File: src/rtl/lcd_text_refresher.sv
// lcd_text_refresher: ROWSxCOLS character buffer; HD44780 init once, then re-sends only the rows that changed.
// Latency: a write seen in IDLE raises oStart for the row command 2 cycles later; each byte costs ISSUE + controller + 1 + DLY_CYCLES.
// Backpressure: host writes are never stalled; bytes advance only when the controller returns iDone.
// Ports: iCLK / iRST_N (async, active-low) clock and reset; iWR / iADDR / iCHAR host character write (iADDR = row*COLS+col);
//        oDATA / oRS / oStart / iDone byte handshake to LCD_Controller; oBusy high outside IDLE; oInitDone sticky after init.
// Option: define LCD_AUTO_REFRESH_EN to mark every row dirty once per REFRESH_CYCLES cycles.
module lcd_text_refresher #(
    parameter int COLS           = 16,
    parameter int ROWS           = 2,
    parameter int DLY_CYCLES     = 262142,
    parameter int REFRESH_CYCLES = 50_000_000,
    parameter int AW             = $clog2(ROWS * COLS)
) (
    input  logic          iCLK,
    input  logic          iRST_N,
    input  logic          iWR,
    input  logic [AW-1:0] iADDR,
    input  logic [7:0]    iCHAR,
    output logic          oBusy,
    output logic          oInitDone,
    output logic [7:0]    oDATA,
    output logic          oRS,
    output logic          oStart,
    input  logic          iDone
);

    localparam int NCH = ROWS * COLS;
    localparam int BW  = (NCH > 1) ? $clog2(NCH) : 1;     // buffer index width
    localparam int RW  = (ROWS > 1) ? $clog2(ROWS) : 1;   // row index width
    localparam int IW  = (COLS > 4) ? $clog2(COLS) : 2;   // byte index: init commands 0..3 or columns
    localparam int DW  = $clog2(DLY_CYCLES + 2);          // gap counter, counts 0..DLY_CYCLES

    typedef enum logic [1:0] {
        ST_INIT,
        ST_IDLE,
        ST_ROWCMD,
        ST_CHARS
    } state_t;

    // PH_LOAD only occurs right after reset: it loads the first init byte.
    // Every later byte is loaded on the edge that leaves the previous GAP (or IDLE),
    // so the ISSUE cycle is the first cycle oStart is high.
    typedef enum logic [1:0] {
        PH_LOAD,
        PH_ISSUE,
        PH_WAIT,
        PH_GAP
    } phase_t;

    function automatic logic [7:0] row_base(input int row);
        case (row)
            0:       row_base = 8'h00;
            1:       row_base = 8'h40;
            2:       row_base = 8'h14;
            default: row_base = 8'h54;
        endcase
    endfunction

    // ---------------------------------------------------------------- state
    state_t          r_state;
    phase_t          r_phase;
    logic [IW-1:0]   r_idx;
    logic [RW-1:0]   r_row;
    logic [DW-1:0]   r_dly;
    logic [ROWS-1:0] r_dirty;
    logic [7:0]      r_buf [NCH];
    logic [7:0]      r_data;
    logic            r_rs;
    logic            r_start;
    logic            r_busy;
    logic            r_init_done;

    state_t          w_state;
    phase_t          w_phase;
    logic [IW-1:0]   w_idx;
    logic [RW-1:0]   w_row;
    logic [DW-1:0]   w_dly;
    logic            w_start;
    logic            w_busy;
    logic            w_init_done;
    logic            w_load;
    logic [ROWS-1:0] w_clr;
    logic [ROWS-1:0] w_set;
    logic [ROWS-1:0] w_wr_oh;
    logic            w_wr_ok;
    logic [BW-1:0]   w_wr_idx;
    logic [BW-1:0]   w_rd_idx;
    logic [RW-1:0]   w_pick;
    logic [ROWS-1:0] w_pick_oh;
    logic            w_any_dirty;
    logic [7:0]      w_byte_data;
    logic            w_byte_rs;
    logic            w_ref_tick;

    // ---------------------------------------------------------------- host write decode
    always_comb begin
        w_wr_ok  = iWR && (int'(iADDR) < NCH);
        w_wr_idx = BW'(iADDR);
        w_wr_oh  = '0;
        for (int r = 0; r < ROWS; r++) begin
            w_wr_oh[r] = w_wr_ok && ((int'(iADDR) / COLS) == r);
        end
    end

    // ---------------------------------------------------------------- auto refresh
`ifdef LCD_AUTO_REFRESH_EN
    localparam int CW = $clog2(REFRESH_CYCLES + 1);
    logic [CW-1:0] r_ref_cnt;

    always_ff @(posedge iCLK or negedge iRST_N) begin
        if (!iRST_N) begin
            r_ref_cnt <= '0;
        end else if (w_ref_tick) begin
            r_ref_cnt <= '0;
        end else begin
            r_ref_cnt <= r_ref_cnt + CW'(1);
        end
    end

    assign w_ref_tick = (r_ref_cnt == CW'(REFRESH_CYCLES - 1));
`else
    // No periodic refresh in this build; the parameter has no effect.
    assign w_ref_tick = (REFRESH_CYCLES < 0);
`endif

    // A refresh tick marks every row; a row already being sent still finishes first.
    assign w_set = w_wr_oh | {ROWS{w_ref_tick}};

    // ---------------------------------------------------------------- buffer and dirty flags
    always_ff @(posedge iCLK or negedge iRST_N) begin
        if (!iRST_N) begin
            for (int i = 0; i < NCH; i++) begin
                r_buf[i] <= 8'h20;
            end
            r_dirty <= '1;
        end else begin
            if (w_wr_ok) begin
                r_buf[w_wr_idx] <= iCHAR;
            end
            // Set after clear: a write that lands on the row being picked keeps it dirty.
            r_dirty <= (r_dirty & ~w_clr) | w_set;
        end
    end

    // Lowest-index dirty row.
    always_comb begin
        w_any_dirty = |r_dirty;
        w_pick      = '0;
        w_pick_oh   = '0;
        for (int r = ROWS - 1; r >= 0; r--) begin
            if (r_dirty[r]) begin
                w_pick       = RW'(r);
                w_pick_oh    = '0;
                w_pick_oh[r] = 1'b1;
            end
        end
    end

    // ---------------------------------------------------------------- FSM next state
    always_comb begin
        w_state     = r_state;
        w_phase     = r_phase;
        w_idx       = r_idx;
        w_row       = r_row;
        w_dly       = r_dly;
        w_start     = r_start;
        w_busy      = r_busy;
        w_init_done = r_init_done;
        w_clr       = '0;
        w_load      = 1'b0;

        if (r_state == ST_IDLE) begin
            if (w_any_dirty) begin
                w_state = ST_ROWCMD;
                w_row   = w_pick;
                w_idx   = '0;
                w_clr   = w_pick_oh;
                w_busy  = 1'b1;
                w_load  = 1'b1;
            end
        end else begin
            case (r_phase)
                PH_LOAD: begin
                    w_load = 1'b1;
                end
                PH_ISSUE, PH_WAIT: begin
                    // oStart is high in both phases, so iDone is honoured in either.
                    if (iDone) begin
                        w_start = 1'b0;
                        w_phase = PH_GAP;
                        w_dly   = '0;
                    end else begin
                        w_phase = PH_WAIT;
                    end
                end
                default: begin
                    if (r_dly == DW'(DLY_CYCLES)) begin
                        w_dly = '0;
                        case (r_state)
                            ST_INIT: begin
                                if (r_idx == IW'(3)) begin
                                    w_state     = ST_IDLE;
                                    w_idx       = '0;
                                    w_busy      = 1'b0;
                                    w_init_done = 1'b1;
                                end else begin
                                    w_idx  = r_idx + IW'(1);
                                    w_load = 1'b1;
                                end
                            end
                            ST_ROWCMD: begin
                                w_state = ST_CHARS;
                                w_idx   = '0;
                                w_load  = 1'b1;
                            end
                            default: begin
                                if (r_idx == IW'(COLS - 1)) begin
                                    w_state = ST_IDLE;
                                    w_idx   = '0;
                                    w_busy  = 1'b0;
                                end else begin
                                    w_idx  = r_idx + IW'(1);
                                    w_load = 1'b1;
                                end
                            end
                        endcase
                    end else begin
                        w_dly = r_dly + DW'(1);
                    end
                end
            endcase
        end

        if (w_load) begin
            w_phase = PH_ISSUE;
            w_start = 1'b1;
        end
    end

    // ---------------------------------------------------------------- byte about to be issued
    always_comb begin
        w_rd_idx    = BW'(int'(w_row) * COLS + int'(w_idx));
        w_byte_data = 8'h00;
        w_byte_rs   = 1'b0;
        case (w_state)
            ST_INIT: begin
                if (w_idx == IW'(0)) begin
                    w_byte_data = 8'h38;        // 8-bit bus, 2 lines, 5x8 font
                end else if (w_idx == IW'(1)) begin
                    w_byte_data = 8'h0C;        // display on, cursor off
                end else if (w_idx == IW'(2)) begin
                    w_byte_data = 8'h01;        // clear
                end else begin
                    w_byte_data = 8'h06;        // entry mode: increment, no shift
                end
            end
            ST_ROWCMD: begin
                w_byte_data = 8'h80 | row_base(int'(w_row));
            end
            ST_CHARS: begin
                w_byte_data = r_buf[w_rd_idx];
                w_byte_rs   = 1'b1;
            end
            default: begin
                w_byte_data = 8'h00;
            end
        endcase
    end

    // ---------------------------------------------------------------- registers
    always_ff @(posedge iCLK or negedge iRST_N) begin
        if (!iRST_N) begin
            r_state     <= ST_INIT;
            r_phase     <= PH_LOAD;
            r_idx       <= '0;
            r_row       <= '0;
            r_dly       <= '0;
            r_data      <= 8'h00;
            r_rs        <= 1'b0;
            r_start     <= 1'b0;
            r_busy      <= 1'b1;
            r_init_done <= 1'b0;
        end else begin
            r_state     <= w_state;
            r_phase     <= w_phase;
            r_idx       <= w_idx;
            r_row       <= w_row;
            r_dly       <= w_dly;
            r_start     <= w_start;
            r_busy      <= w_busy;
            r_init_done <= w_init_done;
            if (w_load) begin
                r_data <= w_byte_data;
                r_rs   <= w_byte_rs;
            end
        end
    end

    assign oDATA     = r_data;
    assign oRS       = r_rs;
    assign oStart    = r_start;
    assign oBusy     = r_busy;
    assign oInitDone = r_init_done;

endmodule
File: config.mk
export PLATFORM = sky130hd
export DESIGN_NAME = lcd_text_refresher
export DESIGN_NICKNAME = d
export VERILOG_FILES = /design/src/rtl/lcd_text_refresher.sv
export SDC_FILE = /design/constraint.sdc
export NUM_CORES = 1
export LEC_CHECK = 0
export CAP_MARGIN = 20
export CORE_MARGIN = 2
export CORE_UTILIZATION = 52
export CTS_BUF_LIST = sky130_fd_sc_hd__clkbuf_2
export CTS_CLUSTER_SIZE = 14
export DETAILED_ROUTE_END_ITERATION = 10
export PLACE_DENSITY = 0.71
export REMOVE_ABC_BUFFERS = 1
export SLEW_MARGIN = 25
export SYNTH_ARGS = -nofsm -noshare
export SYNTH_HDL_FRONTEND = slang
export SYNTH_SLANG_ARGS = --single-unit
File: constraint.sdc
create_clock -name iCLK -period 7 [get_ports iCLK]
set_clock_uncertainty 0.1 [all_clocks]
set_input_delay 1.4 -clock iCLK [delete_from_list [all_inputs] [get_ports iCLK]]
set_output_delay 1.4 -clock iCLK [all_outputs]
set_load 0.005 [all_outputs]
==> impl_metrics.tcl, run 1 <==
set metrics [dict create \
    drt_first_iter_violations 1019 \
    crit_required_ps 7640 \
    r2r-end "oDATA[0]" \
    vias 10500 \
    synth_top_area_cell "dfrtp_1" \
    synth.cell_area_sq_um 14400 \
    ys_top_cells_by_count "dfrtp_1, mux2_2, nand2_1" \
    yosys_warnings 0 \
    ir_worst_vdd_mv 0.121 \
    clk_latency_ps 890 \
    worst_slew_pin_slew_ps 1090 \
    min_path_cells 1 \
    worstHoldPathType "register to register" \
    layout-drive-gt1-share 0.340 \
    place_area_sq_um 14800 \
    finalPower_uw 4170 \
    relSlewSlack 0.273 \
    wirelength_mm 38.7 \
    syn_area_per_cell_sq_um 11.4 \
    htree_levels 3 \
    synthDistinctLibCells 66 \
    r2r_cells 11 \
    rr_startpoint "r_state[1]" \
    nNetsFinal 1320 \
    holdBufCountCts 0 \
    met3_length_mm 2.95 \
    drtAntennaViolNets 0 \
    whs_endpoint "oInitDone" \
    end_kind "register" \
    synth-main-ff-cell "dfrtp_1" \
    critPathMaxFanout 125 \
    fin_setup_tns_ps 0 \
    viasPerCell 6.20 \
    wl_met2_mm 18.1 \
    clkSinkCount 297 \
    numCtsBuffers 77 \
    p_leak_uw 0.00687 \
    io_buffers 28 \
    synthArstFlopShare 1.00 \
    post-place-ws_ps 2890 \
    cap_violations 0 \
    io_pins 29 \
    top_layer_used "met4" \
    setup_slack_ps 2760 \
    start_util 0.531 \
    clk_pin_slew_worst_paths_ps 110 \
    worstHoldStart "oInitDone" \
    grt_start_max_net_pins 137 \
    status "finished, final reports clean" \
    synth.area.top_cells "dfrtp_1, mux2_2, dfstp_2, nand2_1, a211oi_1" \
    clock_path_buffers 3 \
    final_area_sq_um 15500 \
    setup_violations 0 \
    grt_usage 0.278 \
    synth_edf_count 0 \
    hold_violations 0 \
    yosysSeqAreaShare 0.521 \
    min_period_over_period 0.605 \
    dr.pass1.iters 6 \
    dieHeight_um 170 \
    cts_root_buffer "clkbuf_2" \
    wire_per_inst_um 22.8 \
    rows 60 \
    grt-ovfl-total 0 \
    grt_pass1_vias 10700 \
    yosys.cell_count.top_type "dfrtp_1" \
    power.density_nw_per_um2 269 \
    rsz0062_at_grt "no" \
    cts_setup_buffers 0 \
    antenna_found_initial 1 \
    place.gp.congestion 0.922 \
    core_area_sq_um 27000 \
    yosysTopAreaCellShare 0.457 \
    crit_arrival_ps 4880 \
    rrSetupSlack_ps 2760 \
    min_period_ps 4240 \
    grt_pass1_wl_mm 61.7 \
    worst-setup-path-type "register to register" \
    fmax_ghz 0.236 \
    met1Wirelength_mm 16.8 \
    startpoint_type "register" \
    die_area_sq_um 29000 \
    tritoncts "done" \
    n_fill_cell 2319 \
    syn_inst 1258 \
    die_x_um 170 \
    dp_hpwl_mm 23.8 \
    syn_to_final_growth_pct 7.90 \
    cts_resized 0 \
    drv_slew 0 \
    drcViolationCount 0 \
    synth.ff_latch_count 297 \
]
[cell type report]
type / count / area, sq um / share of cell area
Multi-Input combinational cell: 866 / 6390 / 0.413
Antenna cell: 1 / 2.50 / 0.000162
Inverter: 13 / 56.3 / 0.00363
Timing Repair Buffer: 43 / 409 / 0.0264
Tap cell: 341 / 427 / 0.0275
Clock inverter: 14 / 105 / 0.00679
Sequential cell: 297 / 7480 / 0.483
Clock buffer: 124 / 621 / 0.0401
[cell families (layout without fill, tap and decap cells)]
logic type | after synthesis | in the layout | synth area share
compound gates | 189 | 189 | 0.0941
xor+xnor | 8 | 8 | 0.00488
fa+ha+maj | 5 | 5 | 0.00436
buf+inv | 95 | 194 | 0.0343
flops | 297 | 297 | 0.521
mux | 277 | 277 | 0.215
other cells | 0 | 1 | 0
simple gates | 387 | 387 | 0.126
[through the flow]
step / utilization / instances / hold WS, ps
2_1_floorplan: - / 1176 / 356
3_3_place_gp: 0.546 / 1560 / 362
3_5_place_dp: 0.546 / 1560 / 366
4_1_cts: 0.573 / 1698 / 388
5_1_grt: 0.573 / 1699 / 414
6_report: 0.573 / 1699 / 385
[cell usage in the layout (no fill, tap or decap), drive strengths merged, types with 6 or more instances in the layout]
cell type	instances
a32oi	11
nor2	47
a211oi	37
a21oi	27
dfrtp	262
o31ai	7
clkbuf	124
o21ai	27
inv	15
a22oi	10
clkinv	10
nand4	17
buf	17
dfstp	35
xor2	6
a311oi	10
clkdlybuf4s50	26
mux2i	21
a31oi	31
and4	6
and3	41
nor3	8
mux2	256
nand3	39
nand2	204
[how the worst max path moves through the flow]
stage               start  slack (ps)       end  cells past startpoint
3_5_place_dp     r_dly[0]        2890  oDATA[7]                     13
2_1_floorplan  r_state[1]        2280  oDATA[4]                     10
5_1_grt          r_dly[0]        2450  oDATA[7]                     13
3_3_place_gp     r_dly[0]        2970  oDATA[7]                     13
4_1_cts          r_dly[0]        2830  oDATA[7]                     13
6_report       r_state[1]        2760  oDATA[0]                     11
[report_power, final]
part           switching, uW  internal [uW]
Combinational            324            369
Sequential               182           2050
Clock                    710            533
Total                   1220           2960
[registers in the layout, indices dropped and copies added (netlist names)]
| register | cells |
|---|---|
| r_state | 2 |
| r_phase | 2 |
| r_row | 1 |
| oStart | 1 |
| r_dly | 18 |
| r_dirty | 2 |
| oBusy | 1 |
| r_buf | 256 |
| r_idx | 4 |
| oDATA | 8 |
| oInitDone | 1 |
| oRS | 1 |
[worst max-delay path, stage by stage (launching register included)]
cell and delay [ps]:
dfrtp_1 530, or4b_1 750, nand4_1 180, o211ai_2 100, buf_4 320, and2_2 280, inv_8 550, a211oi_1 210
a311oi_1 290, o21ai_0 190, a21oi_1 350, o22a_1 200
[per-layer routing]
metal,up-vias,GRT usage
met5,-,0
met4,0,0.0907
met1,5340,0.379
met2,439,0.440
li1,4683,-
met3,78,0.0665
(Power assumes the default switching activity.)
==> run 2: changes to the inputs <==
==> constraint.sdc (replaced) <==
create_clock -name iCLK -period 4 [get_ports iCLK]
set_clock_uncertainty 0.1 [all_clocks]
set_input_delay 0.8 -clock iCLK [delete_from_list [all_inputs] [get_ports iCLK]]
set_output_delay 0.8 -clock iCLK [all_outputs]
set_load 0.005 [all_outputs]
==> run 2 against run 1 <==
Global-route usage about the same. Sequential share of layout area is 1.1 points lower. Wire length is 1.1% higher. Critical endpoint is now oDATA[3]. Clock-buffer cell count down 4. Largest cell class unchanged. Combinational power grew 73%. Sequential power increased by 75%. Largest power group unchanged. Fmax increased by 17%.
==> impl_metrics.tcl, run 2 (synthesis results as in run 1) <==
set metrics [dict create \
    status "finished, final reports clean" \
    numCtsBuffers 79 \
    worstHoldPathType "register to register" \
    r2r_cells 11 \
    crit_slowest_cell "or4b_1" \
    regArea_sq_um 7480 \
    post-place-ws_ps 442 \
    fmax_ghz 0.276 \
    grt_usage 0.278 \
    place.gp.congestion 0.887 \
    largest_reg_flops 256 \
    ir_worst_vdd_mv 0.218 \
    hold_violations 0 \
    drv_slew 0 \
    wirelength_mm 39.2 \
    die_x_um 170 \
    io_buffers 28 \
    power.density_nw_per_um2 466 \
    min_path_cells 1 \
    antenna_found_initial 1 \
    nNetsFinal 1359 \
    core_area_sq_um 27000 \
    layout-drive-gt1-share 0.354 \
    setup_violations 0 \
    min_period_ps 3620 \
    viasPerCell 6.16 \
    cts_setup_buffers 0 \
    die_area_sq_um 29000 \
    layout_common_cells "dfrtp_1, mux2_2, nand2_1" \
    grt_pass1_vias 10700 \
    cts_root_buffer "clkbuf_2" \
    startpoint_type "register" \
    whs_ps 378 \
    drtAntennaViolNets 0 \
    critPathMaxFanout 82 \
    largest_register "r_buf" \
    grt_pass1_wl_mm 61.6 \
    path_common_cell "nand4_1" \
    setup_slack_ps 383 \
    syn_to_final_growth_pct 10.4 \
    htree_levels 3 \
    relSlewSlack 0.463 \
    clkSinkCount 297 \
    dieHeight_um 170 \
    io_pins 29 \
    end_kind "register" \
    p_leak_uw 0.00710 \
    start_util 0.531 \
    cp_slowest_stage_delay_ps 750 \
    clk_latency_ps 880 \
    min_period_over_period 0.904 \
    drcViolationCount 0 \
    multi_input_area_sq_um 6390 \
    clock_path_buffers 3 \
    wire_per_inst_um 22.5 \
    grt-ovfl-total 0 \
    path_cells "or4b_1, nand4_1, o211ai_2, and2_2, inv_8, buf_4, a211oi_1, a311oi_1, o21ai_0, nand4_1, o22a_1" \
    finalPower_uw 7390 \
    cts_resized 0 \
    worst_slew_pin_slew_ps 797 \
    holdBufCountCts 1 \
    dr.pass1.iters 5 \
    worst-setup-path-type "register to register" \
    rsz0062_at_grt "no" \
    crit_arrival_ps 4330 \
    rows 60 \
    tritoncts "done" \
    cap_violations 0 \
    drt_first_iter_violations 945 \
    n_fill_cell 2353 \
    dp_hpwl_mm 24.6 \
    crit_required_ps 4710 \
    clk_pin_slew_worst_paths_ps 90 \
    vias 10700 \
    final_common_cell "dfrtp_1" \
    grt_start_max_net_pins 86 \
]
## run 2: per-stage QoR
stage	std cells	area (sq um)	TNS [ps]	utilization
finish	1743	15800	0	0.586
global route	1743	15800	0	0.586
CTS	1742	15800	0	0.586
detailed placement	1596	15100	0	0.557
global placement	1596	15100	0	0.557
floorplan	1176	13900	-4590	-
## run 2: worst paths after layout
check / start / end / slack (ps)
min in group asynchronous: iRST_N / r_dly[8] / 390
worst min register to register: oRS / oRS / 380
worst max-delay path: r_state[1] / oDATA[3] / 380
worst min-delay path: oRS / oRS / 380
worst max register to register: r_state[1] / oDATA[3] / 380
max in group asynchronous: iRST_N / r_buf[229] / 2380
## run 2: power breakdown
part / internal [uW] / total, uW / switching [uW]
Clock: 992 / 2250 / 1260
Combinational: 649 / 1200 / 555
Sequential: 3600 / 3930 / 331
Total: 5240 / 7390 / 2150
## run 2: layout make-up
cell class,count,area share
inverters,13,0.00355
clock inverters,25,0.0113
diodes,1,0.000158
well taps,341,0.0269
multi-input cells,866,0.403
flip-flops and latches,297,0.472
repair buffers,80,0.0453
clock buffers,120,0.0379
## run 2: layer usage
metal / routed length [um] / global-route usage / part of all wire
met1: 17500 / 0.397 / 0.45
met2: 17300 / 0.413 / 0.44
met3: 3080 / 0.0670 / 0.079
met4: 1230 / 0.107 / 0.031
met5: 0 / 0 / 0
## run 2: critical path, delay by kind of cell (launching register included)
kind | cells | cell delay [ps]
compound gates | 5 | 870
buf+inv | 2 | 680
flops | 1 | 520
simple gates | 4 | 1340
==> run 3: changes to the inputs <==
--- a/config.mk
+++ b/config.mk
@@ -6,14 +6,13 @@
 export NUM_CORES = 1
 export LEC_CHECK = 0
 export CAP_MARGIN = 20
-export CORE_MARGIN = 2
+export CORE_MARGIN = 3
 export CORE_UTILIZATION = 52
 export CTS_BUF_LIST = sky130_fd_sc_hd__clkbuf_2
 export CTS_CLUSTER_SIZE = 14
 export DETAILED_ROUTE_END_ITERATION = 10
 export PLACE_DENSITY = 0.71
 export REMOVE_ABC_BUFFERS = 1
-export SLEW_MARGIN = 25
 export SYNTH_ARGS = -nofsm -noshare
 export SYNTH_HDL_FRONTEND = slang
 export SYNTH_SLANG_ARGS = --single-unit
==> run 3 against run 2 <==
Sequential share of layout area grew 0.16 points. Final cell count shrank 0.57%. Critical path type unchanged. Via count shrank 1.6%. Wire length shrank 2.7%. Largest cell class unchanged. Clock power shrank 4%. Largest power group unchanged. Clock-buffer cell count grew 11. Die area grew 2.4%. Utilization shrank 0.20 points. Sequential power is essentially flat. Critical path depth shrank 1. Sequential cell count is the same.
==> impl_metrics.tcl, run 3 (synthesis results as in run 1) <==
set metrics [dict create \
    end_kind "register" \
    cap_violations 0 \
    finalPower_uw 7290 \
    fin_setup_tns_ps 0 \
    die_x_um 172 \
    place_inst 1595 \
    clk_latency_ps 850 \
    clk_pin_slew_worst_paths_ps 110 \
    setup.worst_path.start "r_state[0]" \
    drtAntennaViolNets 0 \
    layout_common_cells "dfrtp_1, mux2_2, nand2_1" \
    min_period_over_period 0.922 \
    grt-ovfl-total 0 \
    path_cells "or4b_1, nand4_1, o211ai_2, and2_2, inv_8, buf_4, mux2i_1, a32oi_1, a311oi_1, o31ai_2" \
    dieHeight_um 172 \
    largest_register "r_buf" \
    crit_arrival_ps 4300 \
    hold_violations 0 \
    ir_worst_vdd_mv 0.221 \
    cts_root_buffer "clkbuf_2" \
    wirelength_mm 38.1 \
    start_util 0.531 \
    dp_hpwl_mm 24.1 \
    drt_first_iter_violations 970 \
    io_buffers 28 \
    wire_per_inst_um 22.0 \
    post-place-ws_ps 413 \
    rr_startpoint "r_state[0]" \
    crit_required_ps 4610 \
    rows 60 \
    final_common_cell "dfrtp_1" \
    largest_reg_flops 256 \
    p_leak_uw 0.00709 \
    tritoncts "done" \
    worstHoldPathType "primary input to async pin" \
    power.density_nw_per_um2 461 \
    grt_start_max_net_pins 114 \
    grt_pass1_vias 10600 \
    place.gp.congestion 0.891 \
    fmax_ghz 0.271 \
    cts_resized 0 \
    worst_slew_pin_slew_ps 957 \
    htree_levels 3 \
    setup_slack_ps 312 \
    dr.pass1.iters 5 \
    nNetsFinal 1356 \
    min_period_ps 3690 \
    layout.cells.non_filler 1733 \
    grt_pass1_wl_mm 59.4 \
    holdBufCountCts 1 \
    grt_usage 0.261 \
    layout-drive-gt1-share 0.361 \
    clkSinkCount 297 \
    cp_slowest_stage_delay_ps 650 \
    die_area_sq_um 29600 \
    rsz0062_at_grt "no" \
    io_pins 29 \
    worst-setup-path-type "register to register" \
    drv_slew 0 \
    startpoint_type "register" \
    viasPerCell 6.09 \
    core_area_sq_um 27000 \
    status "finished, final reports clean" \
    setup_violations 0 \
    crit_slowest_cell "or4b_1" \
    antenna_found_initial 1 \
    cts_setup_buffers 0 \
    numCtsBuffers 77 \
    relSlewSlack 0.360 \
    critPathMaxFanout 83 \
    clock_path_buffers 3 \
    vias 10600 \
    syn_to_final_growth_pct 10.0 \
    whs_ps 355 \
    drcViolationCount 0 \
]
==> run 3: report_power, final <==
group	total [uW]	internal, uW	switching (uW)	leakage (uW)
Sequential	3910	3600	315	0.00373
Clock	2170	965	1200	0.000582
Combinational	1210	650	557	0.00278
Total	7290	5210	2080	0.00709
==> run 3: critical path: cells and delay by family (launching register included) <==
family / cells / cell delay, ps
flops: 1 / 570
buf+inv: 2 / 650
mux: 1 / 230
compound gates: 4 / 770
simple gates: 3 / 1120
==> run 3: through the flow <==
stage          cell area [sq um]   util
3_5_place_dp               15100  0.557
5_1_grt                    15800  0.584
4_1_cts                    15800  0.584
2_1_floorplan              13900      -
3_3_place_gp               15100  0.557
6_report                   15800  0.584
==> run 3: path summary, 6_finish.rpt <==
| check | to | cells past startpoint | slack (ps) |
|---|---|---|---|
| max | oDATA[6] | 10 | 310 |
| min | r_buf[62] | 2 | 360 |
| max reg2reg | oDATA[6] | 10 | 310 |
| min reg2reg | oInitDone | 1 | 380 |
| max in group asynchronous | r_buf[186] | 3 | 2380 |
| min in group iCLK | oInitDone | 1 | 380 |
==> run 3: area by class of cell <==
cell class	count	area [sq um]
clock buffers	131	656
flip-flops and latches	297	7480
multi-input cells	866	6390
clock inverters	5	71.3
inverters	13	56.3
diodes	1	2.50
repair buffers	79	716
well taps	341	427
fillers	2304	11200
==> run 3: per-layer routing <==
metal / global-route usage / up-vias / wire, um
li1: - / 4761 / -
met1: 0.366 / 5322 / 16800
met2: 0.403 / 400 / 17400
met3: 0.0608 / 77 / 2970
met4: 0.0927 / 0 / 956
met5: 0 / - / 0
